===== config.mk =====
export PLATFORM = sky130hd
export DESIGN_NAME = rv32i_mem_arbiter
export DESIGN_NICKNAME = d
export VERILOG_FILES = /design/src/rtl/rv32i_mem_arbiter.sv
export SDC_FILE = /design/constraint.sdc
export NUM_CORES = 1
export LEC_CHECK = 0
export CAP_MARGIN = 25
export CORE_AREA = 2 2 118 120
export CTS_CLUSTER_SIZE = 14
export DETAILED_ROUTE_END_ITERATION = 7
export DIE_AREA = 0 0 120 122
export PLACE_DENSITY = 0.63
export REMOVE_ABC_BUFFERS = 1
export SYNTH_ARGS = -nofsm -noshare
export SYNTH_HDL_FRONTEND = slang
export SYNTH_SLANG_ARGS = --single-unit

===== constraint.sdc =====
create_clock -name clk -period 2.15 [get_ports clk]
set_clock_uncertainty 0.15 [all_clocks]
set_input_delay 0.3225 -clock clk [delete_from_list [all_inputs] [get_ports clk]]
set_output_delay 0.3225 -clock clk [all_outputs]
set_load 0.01 [all_outputs]

===== src/rtl/rv32i_mem_arbiter.sv =====
// rv32i_mem_arbiter: shares the RAM data port between the MEM stage (M) and
// the loader/debug port (L). M has priority. A starvation counter forces an
// L grant after STARVE_LIMIT consecutive M grants while L waits. Read data
// is routed back to the owner of the read one cycle after grant.
module rv32i_mem_arbiter #(
    parameter int unsigned STARVE_LIMIT = 4     // legal range 1..15
) (
    input  logic        clk,
    input  logic        reset,
    // MEM-stage requester
    input  logic        m_req,
    input  logic        m_we,
    input  logic [3:0]  m_be,
    input  logic [29:0] m_addr,
    input  logic [31:0] m_wdata,
    output logic        m_gnt,
    output logic        m_rvalid,
    output logic [31:0] m_rdata,
    output logic        mem_stall,
    // loader/debug requester
    input  logic        l_req,
    input  logic        l_we,
    input  logic [3:0]  l_be,
    input  logic [29:0] l_addr,
    input  logic [31:0] l_wdata,
    output logic        l_gnt,
    output logic        l_rvalid,
    output logic [31:0] l_rdata,
    // RAM data port
    output logic        ram_we,
    output logic [3:0]  ram_be,
    output logic [29:0] ram_addr,
    output logic [31:0] ram_wdata,
    input  logic [31:0] ram_rdata
);

    typedef enum logic {OWN_M = 1'b0, OWN_L = 1'b1} owner_e;

    typedef struct packed {
        logic        we;
        logic [3:0]  be;
        logic [29:0] addr;
        logic [31:0] wdata;
    } req_t;

    localparam logic [3:0] LIMIT = 4'(STARVE_LIMIT);

    logic [3:0] starve_q, starve_d;
    logic       rd_pend_q, rd_pend_d;
    owner_e     rd_owner_q, rd_owner_d;
    req_t       m_r, l_r, ram_r;

    assign m_r = '{we: m_we, be: m_be, addr: m_addr, wdata: m_wdata};
    assign l_r = '{we: l_we, be: l_be, addr: l_addr, wdata: l_wdata};

    // Grant decision: L wins when M is idle or L has waited long enough.
    always_comb begin
        l_gnt     = 1'b0;
        m_gnt     = 1'b0;
        mem_stall = 1'b0;
        if (!reset) begin
            l_gnt     = l_req & ((starve_q == LIMIT) | ~m_req);
            m_gnt     = m_req & ~l_gnt;
            mem_stall = m_req & ~m_gnt;
        end
    end

    // RAM port mux: granted requester drives the port, otherwise all zero.
    always_comb begin
        ram_r = '0;
        if (l_gnt)      ram_r = l_r;
        else if (m_gnt) ram_r = m_r;
    end

    assign ram_we    = ram_r.we;
    assign ram_be    = ram_r.be;
    assign ram_addr  = ram_r.addr;
    assign ram_wdata = ram_r.wdata;

    // Next-state for the starvation counter and the read tracker.
    always_comb begin
        starve_d   = starve_q;
        rd_pend_d  = (m_gnt & ~m_we) | (l_gnt & ~l_we);
        rd_owner_d = l_gnt ? OWN_L : OWN_M;
        if (l_gnt || !l_req)
            starve_d = 4'd0;
        else if (m_gnt && starve_q != LIMIT)
            starve_d = starve_q + 4'd1;
    end

    // State registers, synchronous reset.
    always_ff @(posedge clk) begin
        if (reset) begin
            starve_q   <= 4'd0;
            rd_pend_q  <= 1'b0;
            rd_owner_q <= OWN_M;
        end else begin
            starve_q   <= starve_d;
            rd_pend_q  <= rd_pend_d;
            rd_owner_q <= rd_owner_d;
        end
    end

    // Read return: only the owner sees data; reset suppresses a pending return.
    always_comb begin
        m_rvalid = 1'b0;
        l_rvalid = 1'b0;
        m_rdata  = '0;
        l_rdata  = '0;
        if (rd_pend_q && !reset) begin
            if (rd_owner_q == OWN_L) begin
                l_rvalid = 1'b1;
                l_rdata  = ram_rdata;
            end else begin
                m_rvalid = 1'b1;
                m_rdata  = ram_rdata;
            end
        end
    end

endmodule


### Word level (Yosys, flattened, before mapping)

Cells that the tools add are included.

| storage, ports and cells | value |
|---|---|
| memories kept | 0 |
| ROM bits | 0 |
| flip-flop bits (word level) | 6 |
| bits in latches | 0 |
| bits in writable memories | 0 |
| bits of input ports | 170 |
| output and inout bits | 136 |
| logic and storage cells | 38 |

| operators by class | value |
|---|---|
| bitwise logic cells | 12 |
| order comparisons | 0 |
| eq/ne operators | 2 |
| divide/modulo/power cells | 0 |
| muxes and demuxes | 14 |
| reductions and logical operators | 6 |
| add/subtract/negate cells | 1 |
| multipliers | 0 |
| shift-type cells | 0 |

Operators with widths:

| kind | number |
|---|---|
| two-way mux 67 bit | 2 |
| two-way mux 32 bit | 4 |
| two-way mux 1 bit | 8 |
| AND 1 bit | 5 |
| NOT 1 bit | 5 |
| adder 4 x 1 -> 4 bit, second input constant | 1 |
| == test 4 x 3 -> 1 bit, second input constant | 1 |
| != test 4 x 3 -> 1 bit, second input constant | 1 |
| logical AND 1 bit | 2 |
| zero test 1 bit | 2 |
| bitwise OR 1 bit | 2 |
| OR reduction 2 bit | 1 |
| logical OR 1 bit | 1 |

### Logic depth before layout (Yosys ltp)

| logic depth | value |
|---|---|
| word-level depth | 8 |
| gate-level depth with buffers | 8 |

### Worst setup path after synthesis

No wires, ideal clock.

| timing | value |
|---|---|
| path kind | reg-to-output |
| start point | register starve_q[0] |
| end point | output port ram_addr[15] |
| required time | 1.678 ns |
| path buffers | 2 |
| cell stages (with the launch flop) | 8 |
| path slack | 0.093 ns |
| arrival time | 1.584 ns |
| cell sequence | dfxtp_1 -> inv_1 -> ha_1 -> nand3b_4 -> o211a_1 -> clkbuf_1 -> clkbuf_1 -> a22o_1 |

| on the way | value |
|---|---|
| longest elaborated chain between the ends | 8 |
| elaborated cells between the ends (all ways) | 9 |
| classes of those cells | eq/ne (1); mux (4); bitwise (4) |

Ends and longest elaborated chain:

| what | line | RTL |
|---|---|---|
| start, declared | 48 | `logic [3:0] starve_q, starve_d;` |
| start signal, assigned | 98 | `starve_q <= starve_d;` |
| == test 4 x 3 -> 1 bit | 62 | `l_gnt = l_req & ((starve_q == LIMIT) \| ~m_req);` |
| bitwise OR 1 bit | 62 |  |
| AND 1 bit | 62 |  |
| NOT 1 bit | 63 | `m_gnt = m_req & ~l_gnt;` |
| AND 1 bit | 63 |  |
| two-way mux 1 bit | 61 | `if (!reset) begin` |
| net m_gnt | 16 | `output logic m_gnt,` |
| two-way mux 67 bit | 72 | `else if (m_gnt) ram_r = m_r;` |
| two-way mux 67 bit | 71 | `if (l_gnt) ram_r = l_r;` |
| end, declared | 32 | `output logic [29:0] ram_addr,` |

The timed path passes the listed nets, and every way through them passes these cells.

### Final worst setup path

| timing | value |
|---|---|
| start point | register starve_q[0] |
| end point | output port ram_wdata[26] |

| on the way | value |
|---|---|
| longest elaborated chain between the ends | 8 |
| elaborated cells between the ends (all ways) | 9 |
| classes of those cells | eq/ne (1); mux (4); bitwise (4) |

Ends and longest elaborated chain:

| what | line | RTL |
|---|---|---|
| == test 4 x 3 -> 1 bit * | 62 |  |
| bitwise OR 1 bit * | 62 |  |
| AND 1 bit * | 62 |  |
| NOT 1 bit | 63 |  |
| AND 1 bit | 63 |  |
| two-way mux 1 bit | 61 |  |
| two-way mux 67 bit | 72 |  |
| two-way mux 67 bit * | 71 |  |
| end, declared | 33 | `output logic [31:0] ram_wdata,` |

Every way passes the cells marked *; elsewhere a longest branch is shown, timed or not.

==> summary.md <==
| Metric | Value |
|---|---|
| Crit path kind | `reg -> out` |
| Core footprint | `13500 µm²` |
| Worst setup EP type | `output port` |
| VDD IR max | `approximately 0.18 mV` |
| Commonest non-fill, non-tap cell in the layout | `clkdlybuf4s50_1` |
| Total Routing Usage GR | `about 17%` |
| Routed vias/inst | `slightly above 4` |
| Starting Density | `10.3%` |
| Worst Reg-to-Reg Cells | `7` |
| First-pass detailed-route iteration total | `4` |
| Num CTS Buffers | `3` |
| Critical path depth | `9` |
| Async set or reset register ratio after synthesis | `0%` |
| I/O pin count | `~300` |
| P_int | `a little under 0.9 mW` |
| Pin count of the biggest net entering global routing | `18` |
| Synth top area cells | `a22o_1 (43%), and2_1 (29%), dfxtp_1 (8.6%), clkbuf_1 (3.2%), buf_2 (2.2%)` |
| Global-route wire length before repair | `roughly 19 mm` |
| Critical-path maximum fanout | `7` |
| Clk sinks | `6` |
| Clock Latency Late Sink | `roughly 0.23 ns` |
| CP most frequent cell | `buf_12` |
| HP Class | `reg -> reg` |
| Synth unique cells | `21` |
| GPL Wtd Cong | `0.851` |
| CTS tree | `done` |
| Sequential cell area | `roughly 120 µm²` |
| Ys flop type | `dfxtp_1` |
| Syn Std Cell Area | `1400 µm²` |
| Power per cell area | `~240 nW/µm²` |
| Post-synthesis cell count | `between 150 and 200` |
| Fin crit share | `111%` |
| Worst-path clk slew | `about 0.030 ns` |
| RSZ-0062 raised after global routing | `true` |
| CTS Root Buffer Type | `clkbuf_16` |
| Vias in the first global route | `around 3000` |
| Final setup fails | `67` |
| Hold Fails Final Rpt | `0` |
| Clock Tree Buf Depth | `2` |
| Combinational Power Share | `between 60 and 70%` |
| DRT Wirelength | `roughly 13 mm` |
| Sw Pwr | `around 0.35 mW` |
| IO Port Bufs | `approximately 310` |
| Initial drt markers | `a little under 70` |
| CTS HTree Levels | `1` |
| Switching Share | `between 20% and 30%` |
| YS warnings | `0` |
| Ant. Diodes | `0` |
| CP Data Required Time | `~1.7 ns` |
| Seq cells post-synth | `6` |
| Min Clock Period, post-route | `between 2 and 2.5 ns` |
| Hold bufs inserted after CTS | `0` |
| HPWL after DPL | `around 10 mm` |
| Die outline width | `120 µm` |
| LEAKAGE | `~2.6 nW` |
| Detailed-route via count | `2897` |
| Number of fill cells | `approximately 1400` |
| Post-route design area | `5100 µm²` |
| Nature of the critical path startpoint | `flip-flop` |
| Slew @ Worst Pin | `0.349 ns` |
| Layout cell share with drive strength beyond 1 | `about 27%` |
| Nets | `698` |
| GRT overflow | `0` |
| Post-route ant nets | `0` |
| Drt drc | `0` |
| Most frequent cells in the layout | `clkdlybuf4s50_1 (166), dlygate4sd2_1 (66), a22o_1 (65), and2_1 (64), buf_2 (49)` |
| CP Cell Sequence | `inv_2, ha_4, nand3b_4, a211oi_4, buf_12, buf_12, buf_16, a22o_1, buf_2` |
| Slew Limit Fails | `0` |
| CP arrival | `1.91 ns` |
| Clock share of power | `between 20 and 30%` |
| Maxcap violations | `0` |
| Violated checks | `negative setup slack` |
| Status | `finished, violations left` |
| Reg power frac | `9.6%` |
| Die Area | `roughly 15000 µm²` |
| Overall Power | `roughly 1.2 mW` |
| Slew headroom | `76.7%` |
| Top Family by Delay on Critical Path | `buffers and inverters` |
| Buffers & Inverters on Critical Path | `5` |
| Hold path depth | `2` |
| Mapped Avg Cell Area | `approximately 7.5 µm²` |
| Dominant cell type by area after synthesis | `a22o_1` |
| Setup ws final | `-0.228 ns` |
| Worst path slowest cell | `dfxtp_2` |
| Die Height | `approximately 120 µm` |
| Row cnt | `43` |
| EDFF count, synth | `0` |
| Placed Instance Area | `roughly 4900 µm²` |
| Slowest Stage Delay on Critical Path | `a little over 0.3 ns` |
| Layout area overhead | `265%` |
| Routed len/inst | `18.7 µm` |
| FMAX | `0.421 GHz` |
| Area of the multi-input gates | `~1200 µm²` |
| Initial antenna violation count | `1` |
| Share of the synthesized area in the top cell type | `approximately 43%` |
| Seq/Total Area, Yosys | `8.60%` |
## per-layer routing
layer,track usage [%],wire length (µm)
met3,5.52,1550
met4,2.57,111
met1,19.2,4960
met2,30.3,6550
met5,0,11
## state kept, by name, indices dropped and copies added (netlist names)
| name | count |
|---|---|
| rd_pend_q | 1 |
| starve_q | 4 |
| rd_owner_q | 1 |
## power groups by stage
stage,combinational [mW],clock [mW],sequential [mW]
floorplan,0.177,0,0.118
global placement,0.771,0,0.118
detailed placement,0.776,0,0.118
CTS,0.798,0.308,0.117
global route,0.841,0.315,0.118
finish,0.799,0.305,0.117
## cells by family after synthesis
| logic type | after synthesis | synth area share (%) |
|---|---|---|
| and+or+nand+nor | 76 | 34.1 |
| AOI/OAI and AO/OA | 71 | 44.8 |
| buffers and inverters | 28 | 9.41 |
| DFF | 6 | 8.60 |
| adders and majority gates | 2 | 1.79 |
| xor gates and xnor gates | 1 | 0.627 |
| muxes | 1 | 0.717 |
## Yosys cell counts, types with 2 or more instances
cell / n
and2_1: 64
buf_6: 2
clkbuf_1: 12
ha_1: 2
dfxtp_1: 6
a22o_1: 68
inv_1: 7
buf_2: 6
nor2_1: 6
## worst reg2reg max path, cell delays in order (launching register included)
cell and delay, ns:
dfxtp_2 0.31, inv_2 0.07, ha_4 0.16, nand3b_4 0.10, a211oi_4 0.31, buf_4 0.24
buf_12 0.12, a22o_1 0.13
## path summary, 6_finish.rpt
| path | to | startpoint | slack, ns |
|---|---|---|---|
| hold / removal | starve_q[0] | starve_q[0] | 0.37 |
| hold reg to reg | starve_q[0] | starve_q[0] | 0.37 |
| setup / recovery | ram_wdata[26] | starve_q[0] | -0.23 |
| setup reg to reg | rd_pend_q | starve_q[0] | 0.50 |
## stage by stage
| stage | TNS (ns) | hold WS (ns) | util, % | std cells | setup WS [ns] |
|---|---|---|---|---|---|
| 6_report | -10.05 | 0.366 | 37.8 | 704 | -0.228 |
| 3_5_place_dp | -62.48 | 0.361 | 36.0 | 677 | -0.587 |
| 4_1_cts | -9.32 | 0.392 | 37.8 | 705 | -0.240 |
| 5_1_grt | -14.02 | 0.381 | 37.8 | 704 | -0.292 |
| 2_1_floorplan | -126.19 | 0.245 | - | 164 | -1.68 |
| 3_3_place_gp | -60.42 | 0.348 | 36.0 | 677 | -0.552 |
## what timing repair did
item | CTS | global route
pin swaps | 50 | 23
gates cloned | 8 | 0
buffers inserted | 18 | 1
resized for setup | 389 | 24
setup endpoints to repair | 136 | 73
## cell type report
| class | instances | share of cell area [%] |
|---|---|---|
| sequential | 6 | 2.40 |
| inverter | 7 | 0.515 |
| timing repair buffer | 356 | 67.0 |
| tap | 180 | 4.42 |
| multi-input combinational | 152 | 24.2 |
| clock buffer | 3 | 1.47 |
No activity file was read; power rests on OpenSTA's default activity.
==> RTL edit (same flow settings) <==
Reset style: asynchronous (`reset`), changed in one clocked block. Comments in the files are not updated.
--- a/src/rtl/rv32i_mem_arbiter.sv
+++ b/src/rtl/rv32i_mem_arbiter.sv
@@ -90,5 +90,5 @@
 
     // State registers, synchronous reset.
-    always_ff @(posedge clk) begin
+    always_ff @(posedge clk or posedge reset) begin
         if (reset) begin
             starve_q   <= 4'd0;
Function: no difference found for any inputs over 10 cycles, from zero or initial values and one cycle with reset high; that may be too few to reach the edited logic, so the function may still have changed.
==> RTL edit against the unedited design <==
The run still ends with negative setup slack left; sequential share of layout area increased by 0.41 points; setup slack got worse by 160 ps; wire length increased by 0.20%; maximum frequency decreased by 6.2%; combinational power increased by 7.5%; cell area increased by 4.6%; critical path type unchanged; largest power group unchanged; total power increased by 5.0%; synthesized area increased by 4.2%; global-route usage decreased by 0.48 points; sequential cell count unchanged.
==> RTL edit: results (changes against the unedited design) <==
- Outcome: finished, violations left
- Failing checks: negative setup slack
- Combinational power: 0.000859 W (+7.5%)
- Peak supply drop: 0.159 mV (-9.7%)
- Detailed Place HPWL: 9960 um (-3.7%)
- Sequential fraction of the synthesis area: 0.103 (+0.0172)
- Global routing usage on met1: 0.168 (-0.0244)
- CP max stage cell: dfrtp_1
- Synth Flop Type: dfrtp_1
- First-pass GRT wire length: 18,000 um (-3.1%)
- Async S/R FF share, synth: 1.00 (+1.00)
- Cell Area, Placed: 0.00498 mm^2 (+2.4%)
- Routability-driven placement congestion ratio: 0.805 (-5.4%)
- Top cells by count, synth: a22o_1 (68), and2_1 (64), clkbuf_1 (11), inv_1 (8), buf_2 (7)
- Fraction of final layout cells sized beyond drive strength 1: 0.350 (+0.0789)
- DRT iter0 DRCs: 74 (+8.8%)
- Final hold slack: 158 ps (-207 ps)
- Leak: 2.55 nW (-0.15%)
- Layout Nets: 717 (+2.7%)
- Sequential Power Share: 0.093 (-0.003)
- Worst Tran Pin Value: 282 ps (-67.3 ps)
- Hold crit path type: input pin to asynchronous set/reset pin
- Resized Gates After CTS: 466 (+20%)
- CP Capture Point: ram_addr[13]
- Post-route setup slack: -386 ps (-158 ps)
- Setup bufs post-CTS: 23 (+5)
- Detailed Route WL: 13,200 um (+0.20%)
- Setup TNS Final: -21,330 ps (-11,280 ps)
- Worst R2R Setup Slack: 230 ps (-270 ps)
- Dpl ws: -601 ps (-13.9 ps)
- Synth area leaders: a22o_1 (41%), and2_1 (28%), dfrtp_1 (10%)
- # setup viols final: 68 (+1.5%)
- Syn Inst Count: 192 (+3.8%)
-- RTL edit: changes by cell type after synthesis, moves of 2 or more --
cell | before | now
dfrtp_1 | 0 | 6
nor2_1 | 6 | 1
a21oi_1 | 0 | 3
o21ai_0 | 0 | 2
dfxtp_1 | 6 | 0
-- RTL edit: final cells by class --
cell class,count,area (um^2),area share
inverter,8,30.0,0.00563
clock buffer,3,75.1,0.0141
tap,180,225,0.0422
timing repair buffer,369,3610,0.676
sequential,6,150,0.0281
multi-input combinational,157,1250,0.234
-- RTL edit: critical path, delay by kind of cell (launching register included) --
family / cells / cell delay (ps)
buf+inv: 6 / 730
simple gates: 1 / 170
compound gates: 2 / 410
flops: 1 / 380
fa+ha+maj: 1 / 140
-- RTL edit: kinds of logic (layout without fill, tap and decap cells) --
kind of cell	after synthesis	count (layout)	share of synthesized area
AOI/OAI and AO/OA	78	78	0.459
adders and majority gates	2	2	0.0172
DFF	6	6	0.103
buffers and inverters	29	380	0.0911
and+or+nand+nor	77	77	0.329
